[config.mk]
export PLATFORM = sky130hd
export DESIGN_NAME = dac_tx
export DESIGN_NICKNAME = d
export VERILOG_FILES = /design/src/rtl/dac_tx.sv
export SDC_FILE = /design/constraint.sdc
export NUM_CORES = 1
export LEC_CHECK = 0
export BUFFER_PORTS_ARGS = -buffer_cell sky130_fd_sc_hd__buf_2
export CAP_MARGIN = 20
export CORE_UTILIZATION = 45
export CTS_CLUSTER_SIZE = 20
export DETAILED_ROUTE_END_ITERATION = 10
export GPL_ROUTABILITY_DRIVEN = 0
export SYNTH_ARGS = -nofsm -noshare
export SYNTH_HDL_FRONTEND = slang
export SYNTH_SLANG_ARGS = --single-unit
[constraint.sdc]
create_clock -name clk -period 7.7 [get_ports clk]
set_input_delay 1.54 -clock clk [delete_from_list [all_inputs] [get_ports clk]]
set_output_delay 1.54 -clock clk [all_outputs]
set_load 0.02 [all_outputs]
[src/rtl/dac_tx.sv]
// dac_tx: FIFO-buffered sample playback to a parallel DAC with a generated latch clock.
// Build macro DAC_TX_TWOS_COMP_EN: in_data is two's complement (MSB flipped on pop).
module dac_tx #(
  parameter int DATA_W    = 10,
  parameter int DIV       = 4,
  parameter int DEPTH     = 16,
  parameter int PRIME_LVL = 4
) (
  input  logic                   clk,
  input  logic                   rst,
  input  logic                   enable,
  input  logic [DATA_W-1:0]      in_data,
  input  logic                   in_valid,
  output logic                   in_ready,
  input  logic                   clr_underrun,
  output logic [DATA_W-1:0]      dac_data,
  output logic                   dac_clk,
  output logic                   underrun,
  output logic [$clog2(DEPTH):0] fifo_level
);

  localparam int CNT_W = $clog2(DIV);
  localparam int PTR_W = $clog2(DEPTH);
  localparam int LVL_W = PTR_W + 1;
  localparam logic [CNT_W-1:0]  CNT_LAST  = CNT_W'(DIV - 1);
  localparam logic [CNT_W-1:0]  CNT_HALF  = CNT_W'(DIV / 2);
  localparam logic [LVL_W-1:0]  LVL_FULL  = LVL_W'(DEPTH);
  localparam logic [LVL_W-1:0]  LVL_PRIME = LVL_W'(PRIME_LVL);
  localparam logic [DATA_W-1:0] MIDSCALE  = {1'b1, {(DATA_W-1){1'b0}}};

  typedef enum logic [1:0] {
    S_IDLE  = 2'd0,
    S_PRIME = 2'd1,
    S_RUN   = 2'd2
  } state_t;

  state_t              state_r;
  state_t              state_nxt_s;
  logic [CNT_W-1:0]    cnt_r;
  logic [CNT_W-1:0]    cnt_nxt_s;
  logic                tick_s;
  logic                dac_clk_r;
  logic [DATA_W-1:0]   dac_data_r;
  logic [DATA_W-1:0]   dac_data_nxt_s;
  logic                underrun_r;
  logic                underrun_nxt_s;
  logic [DATA_W-1:0]   mem_r [DEPTH];
  logic [PTR_W-1:0]    wr_ptr_r;
  logic [PTR_W-1:0]    rd_ptr_r;
  logic [LVL_W-1:0]    level_r;
  logic                push_s;
  logic                pop_s;
  logic                run_tick_s;
  logic                empty_tick_s;

  // Sample format conversion applied on the way from FIFO head to the DAC bus.
  function automatic logic [DATA_W-1:0] conv_sample(input logic [DATA_W-1:0] s);
`ifdef DAC_TX_TWOS_COMP_EN
    conv_sample = {~s[DATA_W-1], s[DATA_W-2:0]};
`else
    conv_sample = s;
`endif
  endfunction

  assign tick_s       = (cnt_r == CNT_LAST);
  assign cnt_nxt_s    = tick_s ? {CNT_W{1'b0}} : (cnt_r + CNT_W'(1));
  assign in_ready     = (level_r != LVL_FULL);
  assign push_s       = in_valid && in_ready;
  // Disabling takes priority over a coincident tick, so nothing is consumed while leaving RUN.
  assign run_tick_s   = tick_s && enable && (state_r == S_RUN);
  assign pop_s        = run_tick_s && (level_r != {LVL_W{1'b0}});
  assign empty_tick_s = run_tick_s && (level_r == {LVL_W{1'b0}});

  assign dac_data   = dac_data_r;
  assign dac_clk    = dac_clk_r;
  assign underrun   = underrun_r;
  assign fifo_level = level_r;

  // Free-running divider; dac_clk is high for the second half of each sample period.
  always_ff @(posedge clk or posedge rst) begin
    if (rst) begin
      cnt_r     <= {CNT_W{1'b0}};
      dac_clk_r <= 1'b0;
    end else begin
      cnt_r     <= cnt_nxt_s;
      dac_clk_r <= (cnt_nxt_s >= CNT_HALF);
    end
  end

  // FIFO storage write port; stale entries are harmless because pointers define contents.
  always_ff @(posedge clk) begin
    if (push_s) begin
      mem_r[wr_ptr_r] <= in_data;
    end
  end

  // FIFO pointers and occupancy.
  always_ff @(posedge clk or posedge rst) begin
    if (rst) begin
      wr_ptr_r <= {PTR_W{1'b0}};
      rd_ptr_r <= {PTR_W{1'b0}};
      level_r  <= {LVL_W{1'b0}};
    end else begin
      if (push_s) begin
        wr_ptr_r <= wr_ptr_r + PTR_W'(1);
      end
      if (pop_s) begin
        rd_ptr_r <= rd_ptr_r + PTR_W'(1);
      end
      case ({push_s, pop_s})
        2'b10:   level_r <= level_r + LVL_W'(1);
        2'b01:   level_r <= level_r - LVL_W'(1);
        default: level_r <= level_r;
      endcase
    end
  end

  // FSM state register.
  always_ff @(posedge clk or posedge rst) begin
    if (rst) begin
      state_r <= S_IDLE;
    end else begin
      state_r <= state_nxt_s;
    end
  end

  // FSM next-state logic.
  always_comb begin
    state_nxt_s = state_r;
    if (!enable) begin
      state_nxt_s = S_IDLE;
    end else begin
      case (state_r)
        S_IDLE: state_nxt_s = S_PRIME;
        S_PRIME: begin
          if (tick_s && (level_r >= LVL_PRIME)) begin
            state_nxt_s = S_RUN;
          end else begin
            state_nxt_s = S_PRIME;
          end
        end
        S_RUN:   state_nxt_s = S_RUN;
        default: state_nxt_s = S_IDLE;
      endcase
    end
  end

  // FSM outputs: next DAC word and sticky underrun (set beats clear).
  always_comb begin
    dac_data_nxt_s = dac_data_r;
    underrun_nxt_s = underrun_r;
    if (!enable || (state_r != S_RUN)) begin
      dac_data_nxt_s = MIDSCALE;
    end else if (pop_s) begin
      dac_data_nxt_s = conv_sample(mem_r[rd_ptr_r]);
    end else begin
      dac_data_nxt_s = dac_data_r;
    end
    if (empty_tick_s) begin
      underrun_nxt_s = 1'b1;
    end else if (clr_underrun) begin
      underrun_nxt_s = 1'b0;
    end else begin
      underrun_nxt_s = underrun_r;
    end
  end

  // Registered DAC bus and status.
  always_ff @(posedge clk or posedge rst) begin
    if (rst) begin
      dac_data_r <= MIDSCALE;
      underrun_r <= 1'b0;
    end else begin
      dac_data_r <= dac_data_nxt_s;
      underrun_r <= underrun_nxt_s;
    end
  end

endmodule
---- Word level (Yosys, flattened, before mapping) ----
Memories as Yosys holds them, arrays and structs flattened.
Cells that the tools add are included.
word-level totals
  logic and storage cells ................. 48
  bits in writable memories ............... 160
  bits in registers ....................... 29
  bits of input ports ..................... 15
  output and inout bits ................... 18
  memories kept ........................... 1
operators by class
  eq/ne operators ......................... 7
  $add $sub $neg .......................... 5
  muxes and demuxes ....................... 11
  order comparisons ....................... 2
  reductions and logical operators ........ 14
memories
  memory  words  width  rd ports  clocked after memory_dff  wr ports  line  RTL
  mem_r   16     10     1         0                         1         47    logic [DATA_W-1:0] mem_r [DEPTH];
operators with widths
  cell                                                                   number
  10-bit two-way mux                                                     2
  5-bit one-hot mux with 2 select lines                                  1
  4-bit by 1-bit adder with 4-bit output, second input constant          2
  2-bit equality test, second input constant                             3
  1-bit logical AND                                                      6
  2-bit two-way mux                                                      3
  2-bit one-hot mux with 3 select lines                                  1
  2-bit nonzero test                                                     3
  5-bit by 1-bit adder with 5-bit output, second input constant          1
  5-bit by 3-bit >= comparator with 1-bit output, second input constant  1
  5-bit zero test                                                        1
  5-bit inequality test, second input constant                           1
  5-bit nonzero test                                                     1
  5-bit by 1-bit subtractor with 5-bit output, second input constant     1
  2-bit by 1-bit equality test with 1-bit output, second input constant  2
  1-bit two-way mux                                                      4
  2-bit by 1-bit adder with 2-bit output, second input constant          1
  2-bit >= comparator, second input constant                             1
  2-bit zero test                                                        1
  2-bit inequality test, second input constant                           1
  1-bit zero test                                                        1
  1-bit logical OR                                                       1

---- Logic depth before layout (Yosys ltp) ----
  depth in word-level cells ............... 6
  gate-level depth with buffers ........... 12
  depth with buffers taken out ............ 10

---- Worst setup path before layout ----
Ideal clock, no wire load.
  kind .................................... input-to-reg
  start point ............................. in in_valid
  end point ............................... reg level_r[4], in the netlist fifo_level[4]
  required time ........................... 7.564 ns
  cell stages on the path ................. 11
  path buffers ............................ 1
  setup time .............................. 0.136 ns
  arrival ................................. 3.350 ns
  path slack .............................. 4.214 ns
  cell sequence ........................... inv_1 -> a31oi_2 -> inv_1 -> ha_1 -> clkbuf_1 -> xor2_1 -> ha_1 -> o211a_1 -> o31ai_1 -> a31oi_1 -> xor2_1
on the way
  word-level cells in the longest chain between the ends .. 3
  elaborated cells between the ends (all ways) .. 5
  those cells by class .................... 2 x eq/ne; 1 x mux; 2 x reduce/logical
ends and longest elaborated chain
  element                                                                                line  RTL
  start: declaration                                                                     13    input logic in_valid,
  1-bit logical AND (*)                                                                  68    assign push_s = in_valid && in_ready;
  2-bit by 1-bit equality test with 1-bit output or 2-bit equality test (tied branches)  110   case ({push_s, pop_s})
  5-bit one-hot mux with 2 select lines or 2-bit nonzero test (tied branches)            --
  end signal: assignment                                                                 111   2'b10: level_r <= level_r + LVL_W'(1);
  end signal: assignment                                                                 112   2'b01: level_r <= level_r - LVL_W'(1);
  end signal: assignment                                                                 113   default: level_r <= level_r;
  end: declaration                                                                       50    logic [LVL_W-1:0] level_r;
Mark *: on every way between the ends. The rest lies on a longest branch, timed or not.
A chain may end at the register's enable or synchronous reset.

---- Worst setup path in the final report ----
  start point ............................. in enable
  end point ............................... reg level_r[4], in the netlist fifo_level[4]
on the way
  word-level cells in the longest chain between the ends .. 5
  elaborated cells between the ends (all ways) .. 7
  those cells by class .................... 2 x eq/ne; 1 x mux; 4 x reduce/logical
ends and longest elaborated chain
  element                                                                                line  RTL
  start: declaration                                                                     11    input logic enable,
  1-bit logical AND (*) (2 in a row)                                                     70    assign run_tick_s = tick_s && enable && (state_r == S_RUN);
  1-bit logical AND (*)                                                                  71    assign pop_s = run_tick_s && (level_r != {LVL_W{1'b0}});
  via pop_s                                                                              52    logic pop_s;
  2-bit by 1-bit equality test with 1-bit output or 2-bit equality test (tied branches)  110
  5-bit one-hot mux with 2 select lines or 2-bit nonzero test (tied branches)            --
Mark *: on every way through the listed nets, which the timed path passes. The rest lies on a longest branch.

==> results.rst <==
.. list-table::
   :header-rows: 1

   * - Metric
     - Value
   * - Sink Count
     - between 150 and 200
   * - Wire length of the first global-routing pass
     - ~22000 um
   * - Number of endpoints failing setup at the final stage
     - 0
   * - Global-route congestion overflow total
     - 0
   * - Minimum clock period
     - ~3.3 ns
   * - Overall die height
     - 132 um
   * - PnR Total Power
     - ~0.0024 W
   * - H-tree Lvls
     - 4
   * - Critical path required time
     - ~8.0 ns
   * - Top_reg_cell synth
     - edfxtp_1
   * - Final hold violation count
     - 0
   * - Worst setup skew after layout
     - roughly 0.017 ns
   * - Critical path start-end classification
     - input pin to flip-flop
   * - Register bit count reported by yosys
     - around 190
   * - Total routed wirelength
     - about 14000 um
   * - Maximum buffer depth of the clock tree
     - 2
   * - Post-cts gate resize count
     - 0
   * - Root cell of the clock tree
     - clkbuf_16
   * - Number of nets in the layout
     - approximately 460
   * - Class of the most critical hold timing path
     - flip-flop to flip-flop
   * - Startpoint kind of the worst setup timing path
     - input pin
   * - Vias after detailed routing
     - 3581
   * - Starting density of the core
     - a little under half
   * - Final cycle utilization of the critical path
     - a little over two fifths
   * - Number of flops mapped to enable cells by yosys
     - 160
   * - Initial antenna violation count
     - 0
   * - Power per standard cell area
     - 279 nW/um2
   * - Arrival time reported for the critical path endpoint
     - about 3.6 ns
   * - Remaining max-slew budget at the tightest pin
     - 28.5%
   * - GR Util All Layers
     - 17.5%
   * - VDD IR max
     - a little under 0.2 mV
   * - DRC errors left
     - 0
   * - Net Count, Synth
     - around 410
   * - Placed wire-length estimate after detailed placement
     - 8460 um
   * - Clock slew at reported path FFs
     - about 0.070 ns
   * - Result of the run
     - complete, no violations
   * - Post-synthesis cell type with the largest combined area
     - edfxtp_1
   * - Placement row count
     - 47
   * - Syn avg cell area
     - 19.6 um2
   * - Number of buffers inserted by hold repair at cts
     - 0
   * - Top cells by area, synth
     - edfxtp_1 (63%), dfrtp_1 (8.9%), mux4_1 (6.6%)
   * - Count of antenna diodes in the layout
     - 0
   * - Port Buffer Count
     - 32
   * - Routed len/inst
     - between 20 and 25 um
   * - Combined area of all synthesized cells
     - ~7600 um2
   * - Warnings from Yosys
     - 0
   * - Transition time at the pin with the least slew margin
     - ~1.1 ns
   * - Element type at the critical path end
     - flip-flop
   * - Via count of the first global-routing pass
     - 3689
   * - Pin count of the biggest net entering global routing
     - 43
   * - Die Area
     - approximately 17000 um2
   * - Top cell type's share of synthesized area
     - roughly 63%
   * - Number of buffers created by CTS
     - 17
   * - Worst hold-check slack
     - between 0.4 and 0.5 ns
   * - Static leakage
     - 2.97 nW
   * - I/O pin cnt
     - 33
   * - Clock tree from TritonCTS
     - done
   * - Ratio of cells with drive above 1 in the final layout
     - approximately 26%
   * - Routed via count divided by cell count
     - 5.38
   * - Clock latency on the worst-skew pair
     - approximately 0.44 ns
   * - Maximum frequency from static timing analysis
     - between 300 and 400 MHz
   * - Post-DRT Antenna Nets
     - 0
   * - Crit Path Max Fanout
     - 9
   * - Pins Over Slew Limit
     - 0
   * - Sequential-to-total area share from yosys stat
     - ~73%
   * - Setup repair after global routing missed its margin
     - no
   * - Cells after Synth
     - just under 400
   * - Fin Setup TNS
     - 0 ns
   * - Postcts setup bufs
     - 0
   * - Cell variety after synth
     - 44
   * - Horizontal die dimension
     - 132 um
   * - Number of design-rule violations left by the first detailed-router iteration
     - around 210
   * - Number of iterations in the first detailed-routing pass
     - 4
   * - Max-cap violations
     - 0
   * - Core area
     - approximately 17000 um2
   * - Area growth from synthesis to final layout
     - 13.8%
   * - Share of synthesized flip-flops with an asynchronous set or reset
     - about 15%
-- sequential cells by signal, indices dropped and copies added (netlist names) --
register,count
cnt_r,2
dac_data,10
fifo_level,5
mem_r,160
rd_ptr_r,4
state_r,2
underrun,1
wr_ptr_r,4
-- cells in the final DEF (no fill, tap or decap), types with 7 or more instances in the layout --
cell type / count
a221o_1: 9
buf_2: 32
buf_4: 12
clkbuf_16: 17
dfrtp_1: 26
edfxtp_1: 160
ha_1: 10
inv_1: 10
mux2_2: 11
mux2i_1: 10
mux4_1: 19
mux4_2: 21
nand2_1: 11
nor2_1: 26
xnor2_1: 7
-- cells in the mapped netlist (all sizes together), types with 2 or more instances --
library cell / count
edfxtp: 160
mux4: 40
dfrtp: 27
nor2: 26
buf: 12
mux2: 11
nand2: 11
ha: 10
inv: 10
mux2i: 10
a221o: 9
clkbuf: 7
xnor2: 7
a21oi: 5
nor3: 5
o21ai: 4
xor2: 4
nand2b: 3
nor2b: 3
a31oi: 2
and2: 2
nand4: 2
-- through the flow --
step | util (%) | cell area, um2 | setup slack [ns] | instances
after floorplan | - | 7580 | 4.21 | 386
after global placement | 48.4 | 8000 | 4.04 | 630
final | 52.2 | 8620 | 4.44 | 665
after CTS | 52.0 | 8590 | 4.44 | 662
after detailed placement | 48.4 | 8000 | 3.98 | 630
after global routing | 52.2 | 8620 | 4.20 | 665
-- cell type report --
| type | instances | area (um2) |
|---|---|---|
| clock inverter | 15 | 171 |
| sequential | 188 | 5510 |
| tap | 220 | 275 |
| fill | 1324 | 7900 |
| inverter | 10 | 37.5 |
| multi-input combinational | 169 | 1930 |
| clock buffer | 17 | 425 |
| timing repair buffer | 46 | 273 |
-- where the power goes --
| group | internal [W] | total, W | switching, W |
|---|---|---|---|
| clock | 0.000464 | 0.000869 | 0.000405 |
| combinational | 0.0000949 | 0.000261 | 0.000166 |
| sequential | 0.00122 | 0.00128 | 0.0000620 |
| total | 0.00178 | 0.00241 | 0.000633 |
-- logic make-up (layout without fill, tap and decap cells) --
family / after synthesis / in the layout / share of synthesized area, %
AO/OA/AOI/OAI: 29 / 29 / 3.12
XOR/XNOR: 11 / 11 / 1.27
adder cells (fa/ha/maj): 10 / 10 / 1.65
buffers and inverters: 29 / 88 / 1.82
flip-flops: 188 / 188 / 72.7
multiplexers: 61 / 61 / 15.8
AND/OR/NAND/NOR: 58 / 58 / 3.67
-- worst paths after layout --
kind,from,endpoint,slack (ns),cells after the start
setup reg to reg,fifo_level[2],fifo_level[4],4.95,10
min in group asynchronous,rst,dac_data[6],1.19,3
hold / removal,cnt_r[0],cnt_r[0],0.44,1
hold reg to reg,cnt_r[0],cnt_r[0],0.44,1
max in group asynchronous,rst,dac_data[9],6.19,3
setup / recovery,enable,fifo_level[4],4.44,10
-- routing by layer --
| metal | vias to the layer above | GRT usage (%) | part of all wire, % |
|---|---|---|---|
| met2 | 73 | 29.7 | 51 |
| met4 | 0 | 5.43 | 1.5 |
| met5 | - | 0 | 0 |
| met3 | 20 | 4.04 | 3.4 |
| met1 | 1837 | 22.6 | 44 |
| li1 | 1651 | - | - |
-- worst max-delay path, cell delays in order --
cell      delay [ns]
buf_2           0.11
nand4b_1        0.17
a21oi_2         0.35
ha_1            0.40
xor2_1          0.12
ha_1            0.23
o211a_1         0.23
o31ai_1         0.19
a31oi_1         0.07
xor2_1          0.15
Power figures use the tool's default switching activity.
